$ cat config.mk
export PLATFORM = sky130hd
export DESIGN_NAME = vga_sync_gen
export DESIGN_NICKNAME = d
export VERILOG_FILES = /design/src/rtl/vga_pkg.sv /design/src/rtl/vga_sync_gen_axis_counter.sv /design/src/rtl/vga_sync_gen.sv
export SDC_FILE = /design/constraint.sdc
export NUM_CORES = 1
export LEC_CHECK = 0
export ABC_AREA = 1
export BUFFER_PORTS_ARGS = -buffer_cell sky130_fd_sc_hd__buf_2
export CAP_MARGIN = 25
export CORE_MARGIN = 2
export CORE_UTILIZATION = 30
export CTS_BUF_LIST = sky130_fd_sc_hd__clkbuf_4 sky130_fd_sc_hd__clkbuf_8 sky130_fd_sc_hd__clkbuf_16
export DETAILED_ROUTE_END_ITERATION = 10
export GPL_TIMING_DRIVEN = 0
export HOLD_SLACK_MARGIN = 0.1
export SETUP_SLACK_MARGIN = 0.15
export SLEW_MARGIN = 40
export SYNTH_ARGS = -nofsm -noshare
export SYNTH_HDL_FRONTEND = slang
export SYNTH_HIERARCHICAL = 1
export SYNTH_SLANG_ARGS = --single-unit
$ cat constraint.sdc
create_clock -name clk -period 1.8 [get_ports clk]
set_input_delay 0.09 -clock clk [delete_from_list [all_inputs] [get_ports clk]]
set_output_delay 0.09 -clock clk [all_outputs]
set_load 0.03 [all_outputs]
$ cat src/rtl/vga_pkg.sv
// vga_pkg: 640x480@60 timing constants and pixel types shared by the VGA source
package vga_pkg;
  localparam int COORD_W  = 10;
  localparam int H_ACTIVE = 640;
  localparam int H_FP     = 16;
  localparam int H_SYNC   = 96;
  localparam int H_BP     = 48;
  localparam int V_ACTIVE = 480;
  localparam int V_FP     = 10;
  localparam int V_SYNC   = 2;
  localparam int V_BP     = 33;
  localparam int H_TOTAL  = H_ACTIVE + H_FP + H_SYNC + H_BP;
  localparam int V_TOTAL  = V_ACTIVE + V_FP + V_SYNC + V_BP;
  localparam int HS_START = H_ACTIVE + H_FP;
  localparam int HS_END   = HS_START + H_SYNC;
  localparam int VS_START = V_ACTIVE + V_FP;
  localparam int VS_END   = VS_START + V_SYNC;
  typedef struct packed {
    logic [7:0] r;
    logic [7:0] g;
    logic [7:0] b;
  } rgb_t;
endpackage

$ cat src/rtl/vga_sync_gen_axis_counter.sv
// vga_axis_counter: mod-N counter that advances on en_i and flags the wrapping step
module vga_axis_counter #(
  parameter int N = 800,
  parameter int W = 10
) (
  input  logic         clk,
  input  logic         reset,
  input  logic         en_i,
  output logic [W-1:0] cnt_o,
  output logic         wrap_o
);
  logic [W-1:0] cnt_q, cnt_d;
  assign wrap_o = en_i && cnt_q == W'(N - 1);
  always_comb cnt_d = wrap_o ? '0 : en_i ? cnt_q + W'(1) : cnt_q;
  always_ff @(posedge clk) cnt_q <= reset ? '0 : cnt_d;
  assign cnt_o = cnt_q;
endmodule

$ cat src/rtl/vga_sync_gen.sv
// vga_sync_gen: VGA raster/sync generator driving the ADV7123 DAC with 1-pixel aligned RGB and sync
module vga_sync_gen #(
  parameter int CLK_DIV  = 2,
  parameter int H_ACTIVE = vga_pkg::H_ACTIVE,
  parameter int H_FP     = vga_pkg::H_FP,
  parameter int H_SYNC   = vga_pkg::H_SYNC,
  parameter int H_BP     = vga_pkg::H_BP,
  parameter int V_ACTIVE = vga_pkg::V_ACTIVE,
  parameter int V_FP     = vga_pkg::V_FP,
  parameter int V_SYNC   = vga_pkg::V_SYNC,
  parameter int V_BP     = vga_pkg::V_BP
) (
  input  logic                         clk,
  input  logic                         reset,
  output logic [vga_pkg::COORD_W-1:0]  h_counter,
  output logic [vga_pkg::COORD_W-1:0]  v_counter,
  output logic                         pixel_tick,
  output logic                         frame_start,
  input  logic [7:0]                   r_in,
  input  logic [7:0]                   g_in,
  input  logic [7:0]                   b_in,
  output logic [7:0]                   vga_r,
  output logic [7:0]                   vga_g,
  output logic [7:0]                   vga_b,
  output logic                         vga_hs,
  output logic                         vga_vs,
  output logic                         vga_blank_n,
  output logic                         vga_sync_n,
  output logic                         vga_clk
);
  import vga_pkg::*;
  localparam int DIV_W = $clog2(CLK_DIV);
  localparam int HT_N  = H_ACTIVE + H_FP + H_SYNC + H_BP;
  localparam int VT_N  = V_ACTIVE + V_FP + V_SYNC + V_BP;
  localparam logic [COORD_W-1:0] H_VIS = COORD_W'(H_ACTIVE);
  localparam logic [COORD_W-1:0] V_VIS = COORD_W'(V_ACTIVE);
  localparam logic [COORD_W-1:0] HS_LO = COORD_W'(H_ACTIVE + H_FP);
  localparam logic [COORD_W-1:0] HS_HI = COORD_W'(H_ACTIVE + H_FP + H_SYNC);
  localparam logic [COORD_W-1:0] VS_LO = COORD_W'(V_ACTIVE + V_FP);
  localparam logic [COORD_W-1:0] VS_HI = COORD_W'(V_ACTIVE + V_FP + V_SYNC);
  localparam logic [DIV_W-1:0] DIV_LAST = DIV_W'(CLK_DIV - 1);
  localparam logic [DIV_W-1:0] DIV_HALF = DIV_W'(CLK_DIV / 2);
  logic [DIV_W-1:0] div_q, div_d;
  logic h_wrap, v_wrap, active, hs_n, vs_n;
  rgb_t rgb_q, rgb_d;
  logic hs_q, hs_d, vs_q, vs_d, blank_q, blank_d;
  assign pixel_tick = div_q == DIV_LAST;
  assign vga_clk    = div_q >= DIV_HALF;
  vga_axis_counter #(.N(HT_N), .W(COORD_W)) u_h (
    .clk(clk), .reset(reset), .en_i(pixel_tick), .cnt_o(h_counter), .wrap_o(h_wrap)
  );
  vga_axis_counter #(.N(VT_N), .W(COORD_W)) u_v (
    .clk(clk), .reset(reset), .en_i(h_wrap), .cnt_o(v_counter), .wrap_o(v_wrap)
  );
  assign frame_start = v_wrap;
  assign active = h_counter < H_VIS && v_counter < V_VIS;
  assign hs_n   = !(h_counter >= HS_LO && h_counter < HS_HI);
  assign vs_n   = !(v_counter >= VS_LO && v_counter < VS_HI);
  // RGB and sync for pixel (h,v) are captured on the same tick that leaves (h,v), so they never skew
  always_comb begin
    div_d   = pixel_tick ? '0 : div_q + DIV_W'(1);
    rgb_d   = !pixel_tick ? rgb_q : active ? rgb_t'({r_in, g_in, b_in}) : '0;
    hs_d    = pixel_tick ? hs_n : hs_q;
    vs_d    = pixel_tick ? vs_n : vs_q;
    blank_d = pixel_tick ? active : blank_q;
  end
  always_ff @(posedge clk) begin
    if (reset) begin
      div_q   <= '0;
      rgb_q   <= '0;
      hs_q    <= 1'b1;
      vs_q    <= 1'b1;
      blank_q <= 1'b0;
    end else begin
      div_q   <= div_d;
      rgb_q   <= rgb_d;
      hs_q    <= hs_d;
      vs_q    <= vs_d;
      blank_q <= blank_d;
    end
  end
  assign vga_r       = rgb_q.r;
  assign vga_g       = rgb_q.g;
  assign vga_b       = rgb_q.b;
  assign vga_hs      = hs_q;
  assign vga_vs      = vs_q;
  assign vga_blank_n = blank_q;
  assign vga_sync_n  = 1'b0;
endmodule

==> results.md <==
* Clock Tree Root: sky130_fd_sc_hd__clkbuf_8
* Highest clock frequency the design can meet at 560.6 MHz
* Ratio of cells with drive above 1 in the final layout at 0.4043
* Total power after layout at 2.141 mW
* Min Clock Period, post-route at 1.784 ns
* Num CTS Buffers at 5
* Number of antenna violations at the first check in global routing at 0
* Mean instance size in the synthesized netlist at 7.748 µm²
* Peak supply drop at 0.0002677 V
* Required time of the worst setup path at 1.99 ns
* Clock sink count at 48
* Wire length reported by the detailed router at 5.954 mm
* Setup TNS at 0 ns
* Endpoint class of the critical path: flop
* Most common library cell in the layout ignoring fill and taps: sky130_fd_sc_hd__nand2_1
* GP Congestion at 0.8015
* Class of the worst hold path: primary input to flop
* Core area at 7687 µm²
* Synth-to-layout area growth at 44.08%
* Yosys warning total at 6
* #FFs+latches synth at 48
* Setup repair after global routing missed its margin: true
* Run status: finished, final reports clean
* Post-synthesis instance area at 2379 µm²
* Antenna Nets Post-Route at 0
* Placement Rows at 32
* Die Area at 8656 µm²
* Leakage power summed over all cells at 1.600 nW
* Number of buffers on the longest clock path at 2
* Placement Setup Slack at 0.04721 ns
* Largest net degree at the start of global routing at 14
* First-pass GRT wire length at 10.07 mm
* Total number of H-tree levels at 2
* Mapped Nets at 336
* Adder-cell area share of the yosys netlist at 0.01578
* Final Cycle Share at 0.9910
* Clock-pin slew reported for the worst setup and hold paths after clock tree synthesis at 0.08 ns
* Clock tree from TritonCTS: yes
* Number of cells on the worst hold path at 4
* Detailed-routing iteration count for the pre-antenna-repair pass at 4
* Worst-case clock skew at 0.004830 ns
* Final setup slack of the worst path at 0.01616 ns
* Via count of the first global-routing pass at 2158
* Top library cells by usage in the layout, fill and taps aside: sky130_fd_sc_hd__nand2_1 (88), sky130_fd_sc_hd__buf_2 (76), sky130_fd_sc_hd__dfxtp_1 (39)
* Synthesized netlist cell count at 307
* Netlist cell types at 29
* Hold Slack at 0.1461 ns
* Global-route usage over all layers at 0.1432
* Final hold viol count at 0
* Iter 0 DRT Violations at 38
* CP max FO at 7
* Final count of pins violating max slew at 0
* Ant. Diodes at 0
* Area share of the leading cell type in the synthesized netlist at 0.4040
* # Max-Cap Violations at 0
* Later-pin clock latency in the skew report at 0.29 ns
* Largest cells by area after synthesis: sky130_fd_sc_hd__dfxtp_1 (40%), sky130_fd_sc_hd__nand2_1 (14%), sky130_fd_sc_hd__nand3_2 (8.8%)
* Mean routed wirelength per cell at 11.34 µm
* Library cell with the largest summed area after synthesis: sky130_fd_sc_hd__dfxtp_1
* Starting density of the core at 0.3094
* Post-detail-place hpwl at 4.058 mm
* Ports at 77
* Type of the setup path with the least slack: flop to flop
* XOR/XNOR share of the synthesized area at 0.02946
* Total DRC errors in the routed layout at 0
* Vias after detailed routing at 2271
* Combinational family with the most area after synthesis: simple AND/OR/NAND/NOR gates
* Final Setup Violations at 0
* Launching element type of the critical path: flop
* Area fraction in and, or, nand and nor cells after synthesis at 0.4271
* Mux cell area share after synthesis at 0
* Ratio of total power to cell area at 624.8 nW/µm²
* Number of port buffers at 75
* Synth Area in Compound Gates at 0.02472
* Depth of the worst register-to-register path at 13
* Vertical die dimension at 93.04 µm
* End-of-flow core utilization at 0.4458
* Final-stage net count at 451
* Detailed-route vias per instance at 4.326
* Part of the Yosys area used for sequential elements at 0.4040
* Arrival time worst endpoint at 1.98 ns
* Horizontal die dimension at 93.04 µm
* Total gr overflow at 0
==> final cells by class <==
| type | count | area (µm²) |
|---|---|---|
| fillers | 801 | 4260 |
| flip-flops and latches | 48 | 989.7 |
| repair buffers | 108 | 693.2 |
| well taps | 102 | 127.6 |
| multi-input cells | 218 | 1280 |
| plain buffers | 10 | 122.6 |
| clock buffers | 8 | 97.59 |
| inverters | 31 | 116.4 |
==> synthesized netlist by cell type <==
cell type                  n
sky130_fd_sc_hd__nand2_1  88
sky130_fd_sc_hd__dfxtp_1  48
sky130_fd_sc_hd__nor2_1   36
sky130_fd_sc_hd__inv_1    29
sky130_fd_sc_hd__nand3_1  24
sky130_fd_sc_hd__nand3_2  21
sky130_fd_sc_hd__a21oi_1   6
sky130_fd_sc_hd__nand2_2   6
sky130_fd_sc_hd__nor2_4    6
sky130_fd_sc_hd__nand4_1   5
sky130_fd_sc_hd__buf_4     4
sky130_fd_sc_hd__xnor2_1   4
sky130_fd_sc_hd__xor2_1    4
sky130_fd_sc_hd__buf_12    3
sky130_fd_sc_hd__ha_1      3
sky130_fd_sc_hd__nor2_2    3
sky130_fd_sc_hd__buf_2     2
sky130_fd_sc_hd__inv_2     2
sky130_fd_sc_hd__nand2_4   2
sky130_fd_sc_hd__nor3_1    2
sky130_fd_sc_hd__a21oi_2   1
sky130_fd_sc_hd__a31oi_1   1
sky130_fd_sc_hd__buf_8     1
sky130_fd_sc_hd__conb_1    1
sky130_fd_sc_hd__nor2_8    1
sky130_fd_sc_hd__nor4_1    1
sky130_fd_sc_hd__o21ai_0   1
sky130_fd_sc_hd__o21ai_2   1
sky130_fd_sc_hd__or2_0     1
==> path summary, 6_finish.rpt <==
path                                                start                        end  slack (ns)
worst max-delay path            u_h/cnt_o[1]$_SDFFE_PP0P_  u_v/cnt_o[4]$_SDFFE_PP0P_        0.02
worst min-delay path                                reset      vga_r[7]$_SDFFE_PP0P_        0.15
worst max register to register  u_h/cnt_o[1]$_SDFFE_PP0P_  u_v/cnt_o[4]$_SDFFE_PP0P_        0.02
worst min register to register      vga_g[2]$_SDFFE_PP0P_      vga_g[2]$_SDFFE_PP0P_        0.45
==> kinds of logic (layout without fill, tap and decap cells) <==
kind of cell    after synthesis  count (layout)
simple gates                196             196
flops                        48              48
buf+inv                      41             157
compound gates               10              10
xor+xnor                      8               8
fa+ha+maj                     3               3
other cells                   1               1
==> worst max-delay path, cell delays in order, from the launching register on <==
cell and delay [ns]:
sky130_fd_sc_hd__dfxtp_4 0.37, sky130_fd_sc_hd__ha_4 0.14, sky130_fd_sc_hd__inv_2 0.04, sky130_fd_sc_hd__nor2_4 0.12, sky130_fd_sc_hd__nand3_2 0.10, sky130_fd_sc_hd__inv_2 0.07, sky130_fd_sc_hd__buf_6 0.09, sky130_fd_sc_hd__buf_4 0.09
sky130_fd_sc_hd__buf_6 0.12, sky130_fd_sc_hd__nand2_1 0.05, sky130_fd_sc_hd__nor2_1 0.11, sky130_fd_sc_hd__nand3_2 0.15, sky130_fd_sc_hd__nand2_4 0.18, sky130_fd_sc_hd__nor2_2 0.05
==> sequential cells by signal, indices dropped and copies added (netlist names) <==
name and count:
vga_hs 1, u_v/cnt_o 10, u_h/cnt_o 10, vga_g 8
vga_b 8, vga_vs 1, vga_blank_n 1, pixel_tick 1
vga_r 8
==> report_power, final <==
group          switching, mW  leakage [nW]  internal [mW]
clock                  0.342        0.0523          0.344
combinational          0.196          1.15          0.142
sequential            0.0225         0.397           1.09
==> stage by stage <==
step	instance area, µm²	instances
6_report	3427	525
3_3_place_gp	2939	484
4_1_cts	3371	524
2_1_floorplan	2436	307
5_1_grt	3427	525
3_5_place_dp	2939	484
==> routing by layer <==
metal / part of all wire / global-route usage
met4: 0.0062 / 0.03554
met2: 0.50 / 0.2494
met3: 0.051 / 0.03868
met5: 0 / 0
met1: 0.44 / 0.1752
==> what timing repair did <==
item,4_1_cts,5_1_grt
endpoints found under the setup margin,8,11
resized for setup,10,13
hold endpoints to repair,24,0
buffers inserted,8,1
cloned,0,0
pin swaps,12,7
hold buffers,24,0
No activity file was read; power rests on OpenSTA's default activity.
